===== src/rtl/axis_log_decoder.sv =====
// Byte-stream receiver for the change-detection logger: reassembles samples, checks tlast framing
// and keeps status counters. Define LOG_DECODER_CHANGE_CHECK_EN to flag repeated change fields.
module axis_log_decoder #(
    parameter int unsigned FIFO_WIDTH  = 32,
    parameter int unsigned PACKET_SIZE = 8,
    parameter int unsigned SIG_WIDTH   = 16,
    parameter int unsigned CNT_WIDTH   = 16
) (
    input  logic                            clock,
    input  logic                            reset_n,
    input  logic                            s_tvalid,
    output logic                            s_tready,
    input  logic                            s_tlast,
    input  logic                            s_tkeep,
    input  logic [7:0]                      s_tdata,
    output logic                            m_tvalid,
    input  logic                            m_tready,
    output logic                            m_tlast,
    output logic [SIG_WIDTH-1:0]            m_change,
    output logic [FIFO_WIDTH-SIG_WIDTH-1:0] m_ignore,
    output logic                            err_short_o,
    output logic                            err_long_o,
    output logic                            err_change_o,
    output logic [CNT_WIDTH-1:0]            samples_o,
    output logic [CNT_WIDTH-1:0]            errors_o
);

    localparam int unsigned BYTES  = FIFO_WIDTH / 8;
    localparam int unsigned BIDX_W = (BYTES > 1) ? $clog2(BYTES) : 1;
    localparam int unsigned SIDX_W = $clog2(PACKET_SIZE);
    localparam int unsigned BUF_W  = FIFO_WIDTH - 8;
    localparam logic [BIDX_W-1:0] LAST_BYTE   = BIDX_W'(BYTES - 1);
    localparam logic [SIDX_W-1:0] LAST_SAMPLE = SIDX_W'(PACKET_SIZE - 1);

    typedef enum logic [0:0] {StRecv, StDrop} state_e;

    state_e                  r_state;
    state_e                  w_state_next;
    logic [BIDX_W-1:0]       r_bidx;
    logic [SIDX_W-1:0]       r_sidx;
    logic [BUF_W-1:0]        r_buf;
    logic                    r_m_tvalid;
    logic                    r_m_tlast;
    logic [FIFO_WIDTH-1:0]   r_m_data;
    logic                    r_err_short;
    logic                    r_err_long;
    logic                    r_err_change;
    logic [CNT_WIDTH-1:0]    r_samples;
    logic [CNT_WIDTH-1:0]    r_errors;

    logic                    w_ready;
    logic                    w_xfer;
    logic                    w_final_byte;
    logic                    w_last_sample;
    logic                    w_load;
    logic                    w_short;
    logic                    w_long;
    logic                    w_change_err;
    logic [FIFO_WIDTH-1:0]   w_sample;
    logic [1:0]              w_err_inc;
    logic [CNT_WIDTH:0]      w_err_sum;

    // The final byte goes straight into the output register, so the buffer only holds the rest.
    assign w_sample = {s_tdata, r_buf};

    always_ff @(posedge clock) begin
        if (!reset_n) begin
            r_state <= StRecv;
        end else begin
            r_state <= w_state_next;
        end
    end

    always_comb begin
        w_state_next = r_state;
        unique case (r_state)
            StRecv:  if (w_long) w_state_next = StDrop;
            StDrop:  if (w_xfer && s_tlast) w_state_next = StRecv;
            default: w_state_next = StRecv;
        endcase
    end

    always_comb begin
        w_ready       = reset_n && ((r_state == StDrop) || !r_m_tvalid || m_tready);
        w_xfer        = s_tvalid && w_ready;
        w_final_byte  = s_tkeep && (r_bidx == LAST_BYTE);
        w_last_sample = (r_sidx == LAST_SAMPLE);
        w_load        = 1'b0;
        w_short       = 1'b0;
        w_long        = 1'b0;
        if (r_state == StRecv && w_xfer) begin
            if (s_tlast) begin
                if (w_final_byte && w_last_sample) begin
                    w_load = 1'b1;
                end else begin
                    w_short = 1'b1;
                end
            end else if (w_final_byte) begin
                w_load = 1'b1;
                w_long = w_last_sample;
            end
        end
    end

    always_ff @(posedge clock) begin
        if (!reset_n) begin
            r_bidx <= '0;
            r_sidx <= '0;
            r_buf  <= '0;
        end else if (r_state == StRecv && w_xfer) begin
            if (s_tlast || w_final_byte) begin
                r_bidx <= '0;
                r_sidx <= (s_tlast || w_last_sample) ? '0 : r_sidx + 1'b1;
            end else if (s_tkeep) begin
                r_bidx               <= r_bidx + 1'b1;
                r_buf[8*r_bidx +: 8] <= s_tdata;
            end
        end
    end

    // Loads only happen while ready, so a held sample is never overwritten before it drains.
    always_ff @(posedge clock) begin
        if (!reset_n) begin
            r_m_tvalid <= 1'b0;
            r_m_tlast  <= 1'b0;
            r_m_data   <= '0;
        end else if (w_load) begin
            r_m_tvalid <= 1'b1;
            r_m_tlast  <= w_last_sample;
            r_m_data   <= w_sample;
        end else if (r_m_tvalid && m_tready) begin
            r_m_tvalid <= 1'b0;
        end
    end

`ifdef LOG_DECODER_CHANGE_CHECK_EN
    logic [SIG_WIDTH-1:0] r_last_change;

    always_ff @(posedge clock) begin
        if (!reset_n) begin
            r_last_change <= '1;
        end else if (w_load) begin
            r_last_change <= w_sample[SIG_WIDTH-1:0];
        end
    end

    assign w_change_err = w_load && (w_sample[SIG_WIDTH-1:0] == r_last_change);
`else
    assign w_change_err = 1'b0;
`endif

    assign w_err_inc = 2'(w_short) + 2'(w_long) + 2'(w_change_err);
    assign w_err_sum = {1'b0, r_errors} + {{(CNT_WIDTH - 1){1'b0}}, w_err_inc};

    always_ff @(posedge clock) begin
        if (!reset_n) begin
            r_err_short  <= 1'b0;
            r_err_long   <= 1'b0;
            r_err_change <= 1'b0;
            r_samples    <= '0;
            r_errors     <= '0;
        end else begin
            r_err_short  <= w_short;
            r_err_long   <= w_long;
            r_err_change <= w_change_err;
            r_errors     <= w_err_sum[CNT_WIDTH] ? '1 : w_err_sum[CNT_WIDTH-1:0];
            if (r_m_tvalid && m_tready && (r_samples != '1)) begin
                r_samples <= r_samples + 1'b1;
            end
        end
    end

    assign s_tready     = w_ready;
    assign m_tvalid     = r_m_tvalid;
    assign m_tlast      = r_m_tlast;
    assign m_change     = r_m_data[SIG_WIDTH-1:0];
    assign m_ignore     = r_m_data[FIFO_WIDTH-1:SIG_WIDTH];
    assign err_short_o  = r_err_short;
    assign err_long_o   = r_err_long;
    assign err_change_o = r_err_change;
    assign samples_o    = r_samples;
    assign errors_o     = r_errors;

endmodule


===== config.mk =====
export PLATFORM = sky130hd
export DESIGN_NAME = axis_log_decoder
export DESIGN_NICKNAME = d
export VERILOG_FILES = /design/src/rtl/axis_log_decoder.sv
export SDC_FILE = /design/constraint.sdc
export NUM_CORES = 1
export LEC_CHECK = 0
export CAP_MARGIN = 20
export CORE_UTILIZATION = 25
export DETAILED_ROUTE_END_ITERATION = 8
export PLACE_DENSITY = 0.56
export SLEW_MARGIN = 20
export SYNTH_ARGS = -nofsm -noshare
export SYNTH_HDL_FRONTEND = slang
export SYNTH_SLANG_ARGS = --single-unit

===== constraint.sdc =====
create_clock -name clock -period 2.9 [get_ports clock]
set_input_delay 0.29 -clock clock [delete_from_list [all_inputs] [get_ports clock]]
set_output_delay 0.29 -clock clock [all_outputs]
set_load 0.05 [all_outputs]

==> summary.md <==
| Metric | Value |
|---|---|
| Min Tclk post-route | 2690 ps |
| Max VDD drop | 0.307 mV |
| Synth unique cells | 51 |
| Post-Syn Nets | 529 |
| Most frequent cells in the layout | 98 x dfxtp_1, 80 x clkdlybuf4s50_1, 65 x o21ai_0, 59 x a21oi_1, 49 x nand3_1 |
| Setup-failing EPs final | 0 |
| CTS root buffer | clkbuf_16 |
| Asr flop ratio synth | 0% |
| Fmax | 372 MHz |
| H-Tree Depth | 3 |
| DP Cell Count | 789 |
| Final cell count without fillers | 806 |
| Mapped Cells | 505 |
| Min-Delay Path Class | flop to flop |
| PortBufs | 82 |
| Die area | 17700 sq um |
| Critical path fanouts, max | 3 |
| Most used DFF post-synth | dfxtp_1 |
| GR Util All Layers | 13.3% |
| Netlist Area Pre-Place | 4280 sq um |
| Worst Setup Path Type | flop to flop |
| Clk_skew | 10.1 ps |
| Clock sinks | 98 |
| First-pass GRT wire length | 18.9 mm |
| Worst path arrival time | 2940 ps |
| Max Root-Sink Buffers | 2 |
| Worst slew pin tran | 1020 ps |
| Vias in the first global route | 3783 |
| Final Hold Violating Endpoints | 0 |
| Critical path cell sequence | ha_1 > ha_1 > nand3_1 > or3_1 > nor2_1 > fa_1 > ha_1 > nand2_1 > nor4_4 > buf_4 > a21oi_1 > a311oi_1 |
| Total CTS buffers | 9 |
| RD Place Congestion | 0.800 |
| CP max stage cell | dfxtp_1 |
| Postcts setup bufs | 0 |
| Final core utilization | 34.3% |
| Antenna violations before repair | 0 |
| Layout cells sized above 1 | 8.70% |
| Drt total wl | 11.8 mm |
| Most frequent CP cell | ha_1 |
| Antenna viol nets, final | 0 |
| Slew Limit Fails | 0 |
| # Max-Cap Violations | 0 |
| Mapped Avg Cell Area | 8.48 sq um |
| Headroom to the max-slew limit | 31.8% |
| Critical path required time | 3150 ps |
| # fillers | 1702 |
| Die Wd | 133 microns |
| Element type at the critical path end | flop |
| Period utilization | 92.8% |
| Remaining DRCs | 0 |
| Post-DP HPWL | 8.13 mm |
| Largest cells by area after synthesis | dfxtp_1 46%, o21ai_0 7.6%, a21oi_1 7.0% |
| Number of synthesis warnings | 0 |
| Die extent in y | 133 microns |
| RSZ-0062 raised after global routing | false |
| Largest net degree at the start of global routing | 56 |
| CORE AREA | 16600 sq um |
| P per Cell Area | 488 nW/um^2 |
| CTS tree | done |
| Net count, final | 605 |
| Commonest non-fill, non-tap cell in the layout | dfxtp_1 |
| Routed len/inst | 14.6 microns |
| Power after layout | 2.78 mW |
| IO Pins | 84 |
| Layout area overhead | 33.2% |
| Max incr delay on CP | 370 ps |
| Drt pass-1 iters | 4 |
| Area leader, netlist | dfxtp_1 |
| Gr ovfl total | 0 |
| Final setup TNS | 0 ps |
| Via/cell ratio | 5.00 |
| Initial DRC count | 225 |
| Lkg Pwr | 1.81 nW |
| # diodes | 0 |
| Status | completed |
| Vias post-DR | 4027 |
| Post-Layout Inst Area | 5700 sq um |
| Sequential fraction of the synthesis area | 45.8% |
| Placement Cell Area | 5350 sq um |
| Starting Density | 25.7% |
| EDFF count, synth | 0 |
| Num rows | 47 |
| CTS clk-pin slew, worst paths | 70 ps |
| Top cell type's share of synthesized area | 45.8% |
| Skew-Pair Late Insertion Delay | 340 ps |
| Startpoint Class | flop |
| FF+latch count, synth | 98 |
[logic make-up (layout without fill, tap and decap cells)]
family                     after synthesis  after routing  share of synthesized area (%)
AOI/OAI and AO/OA                      146            146                           18.4
adders and majority gates               10             10                           3.10
other                                    1              1                         0.0876
and+or+nand+nor                        187            188                           24.5
xor gates and xnor gates                10             10                           2.05
DFF                                     98             98                           45.8
buffers and inverters                   49            129                           5.17
muxes                                    4              4                          0.935
[worst max-delay path: cells and delay by family (launching register included)]
kind                     cells  cell delay (ps)
AO/OA/AOI/OAI                2              290
adder cells (fa/ha/maj)      4              790
buffers and inverters        1              180
flip-flops                   1              370
AND/OR/NAND/NOR              5              970
[flip-flops by register name, summed over array words and instances (netlist names)]
| register | flops |
|---|---|
| r_buf | 24 |
| errors_o | 16 |
| r_sidx | 3 |
| r_state | 1 |
| m_tvalid | 1 |
| err_short_o | 1 |
| err_long_o | 1 |
| r_m_data | 32 |
| m_tlast | 1 |
| samples_o | 16 |
| r_bidx | 2 |
[synth_stat cells, drive strengths merged, types with 2 or more instances]
cell    instances
o31ai           2
xor2            2
xnor2           8
buf            11
nor2b           3
inv            14
ha              9
a21oi          60
a211oi          3
nor3b           5
nand3          50
mux2i           4
or4             2
dfxtp          98
nand2b          5
a21o            2
nor4            8
o21ai          65
nor3            9
or2             2
nor2           17
nand2          42
clkbuf         24
or3             5
nand4          26
and3            4
a311oi          2
nor4b           3
a31oi           4
o21a            2
[path summary, 6_finish.rpt]
kind | cells past startpoint | endpoint | slack [ps] | from
hold reg to reg | 2 | r_buf[3]$_SDFFE_PN0P_ | 470 | r_buf[3]$_SDFFE_PN0P_
setup reg to reg | 12 | errors_o[14]$_SDFF_PN0_ | 210 | r_sidx[0]$_SDFFE_PN0P_
hold / removal | 2 | r_buf[3]$_SDFFE_PN0P_ | 470 | r_buf[3]$_SDFFE_PN0P_
setup / recovery | 12 | errors_o[14]$_SDFF_PN0_ | 210 | r_sidx[0]$_SDFFE_PN0P_
[report_power, final]
part           switching, mW  leakage, nW  total (mW)  internal, mW
clock network          0.540        0.156        1.30         0.762
logic                 0.0870        0.868       0.126        0.0388
registers            0.00361        0.790        1.35          1.35
total                  0.631         1.81        2.78          2.15
[area by class of cell]
cell class	count	area (sq um)	share of cell area, %
clock inverter	7	98.8	1.73
timing repair buffer	99	953	16.7
inverter	14	52.6	0.922
tap	220	275	4.83
clock buffer	9	225	3.95
sequential	98	1960	34.4
multi-input combinational	359	2130	37.4
[layer usage]
metal	vias up	wire length (microns)	global-route usage (%)
li1	1978	-	-
met1	1949	5400	16.7
met2	90	5580	21.5
met3	10	638	3.68
met4	0	153	5.30
met5	-	0	0
[repair_timing]
item                                    in CTS  in global routing
hold buffers                                 0                  0
gates resized for setup                      0                  3
endpoints found under the setup margin       0                 15
[metrics by stage]
| stage | setup WS, ps | hold slack [ps] |
|---|---|---|
| after floorplan | 70.6 | 420 |
| after global placement | 18.7 | 448 |
| after detailed placement | -83.3 | 453 |
| after CTS | 58.5 | 465 |
| after global routing | 7.48 | 479 |
| final | 209 | 465 |
No activity file was read; power rests on OpenSTA's default activity.
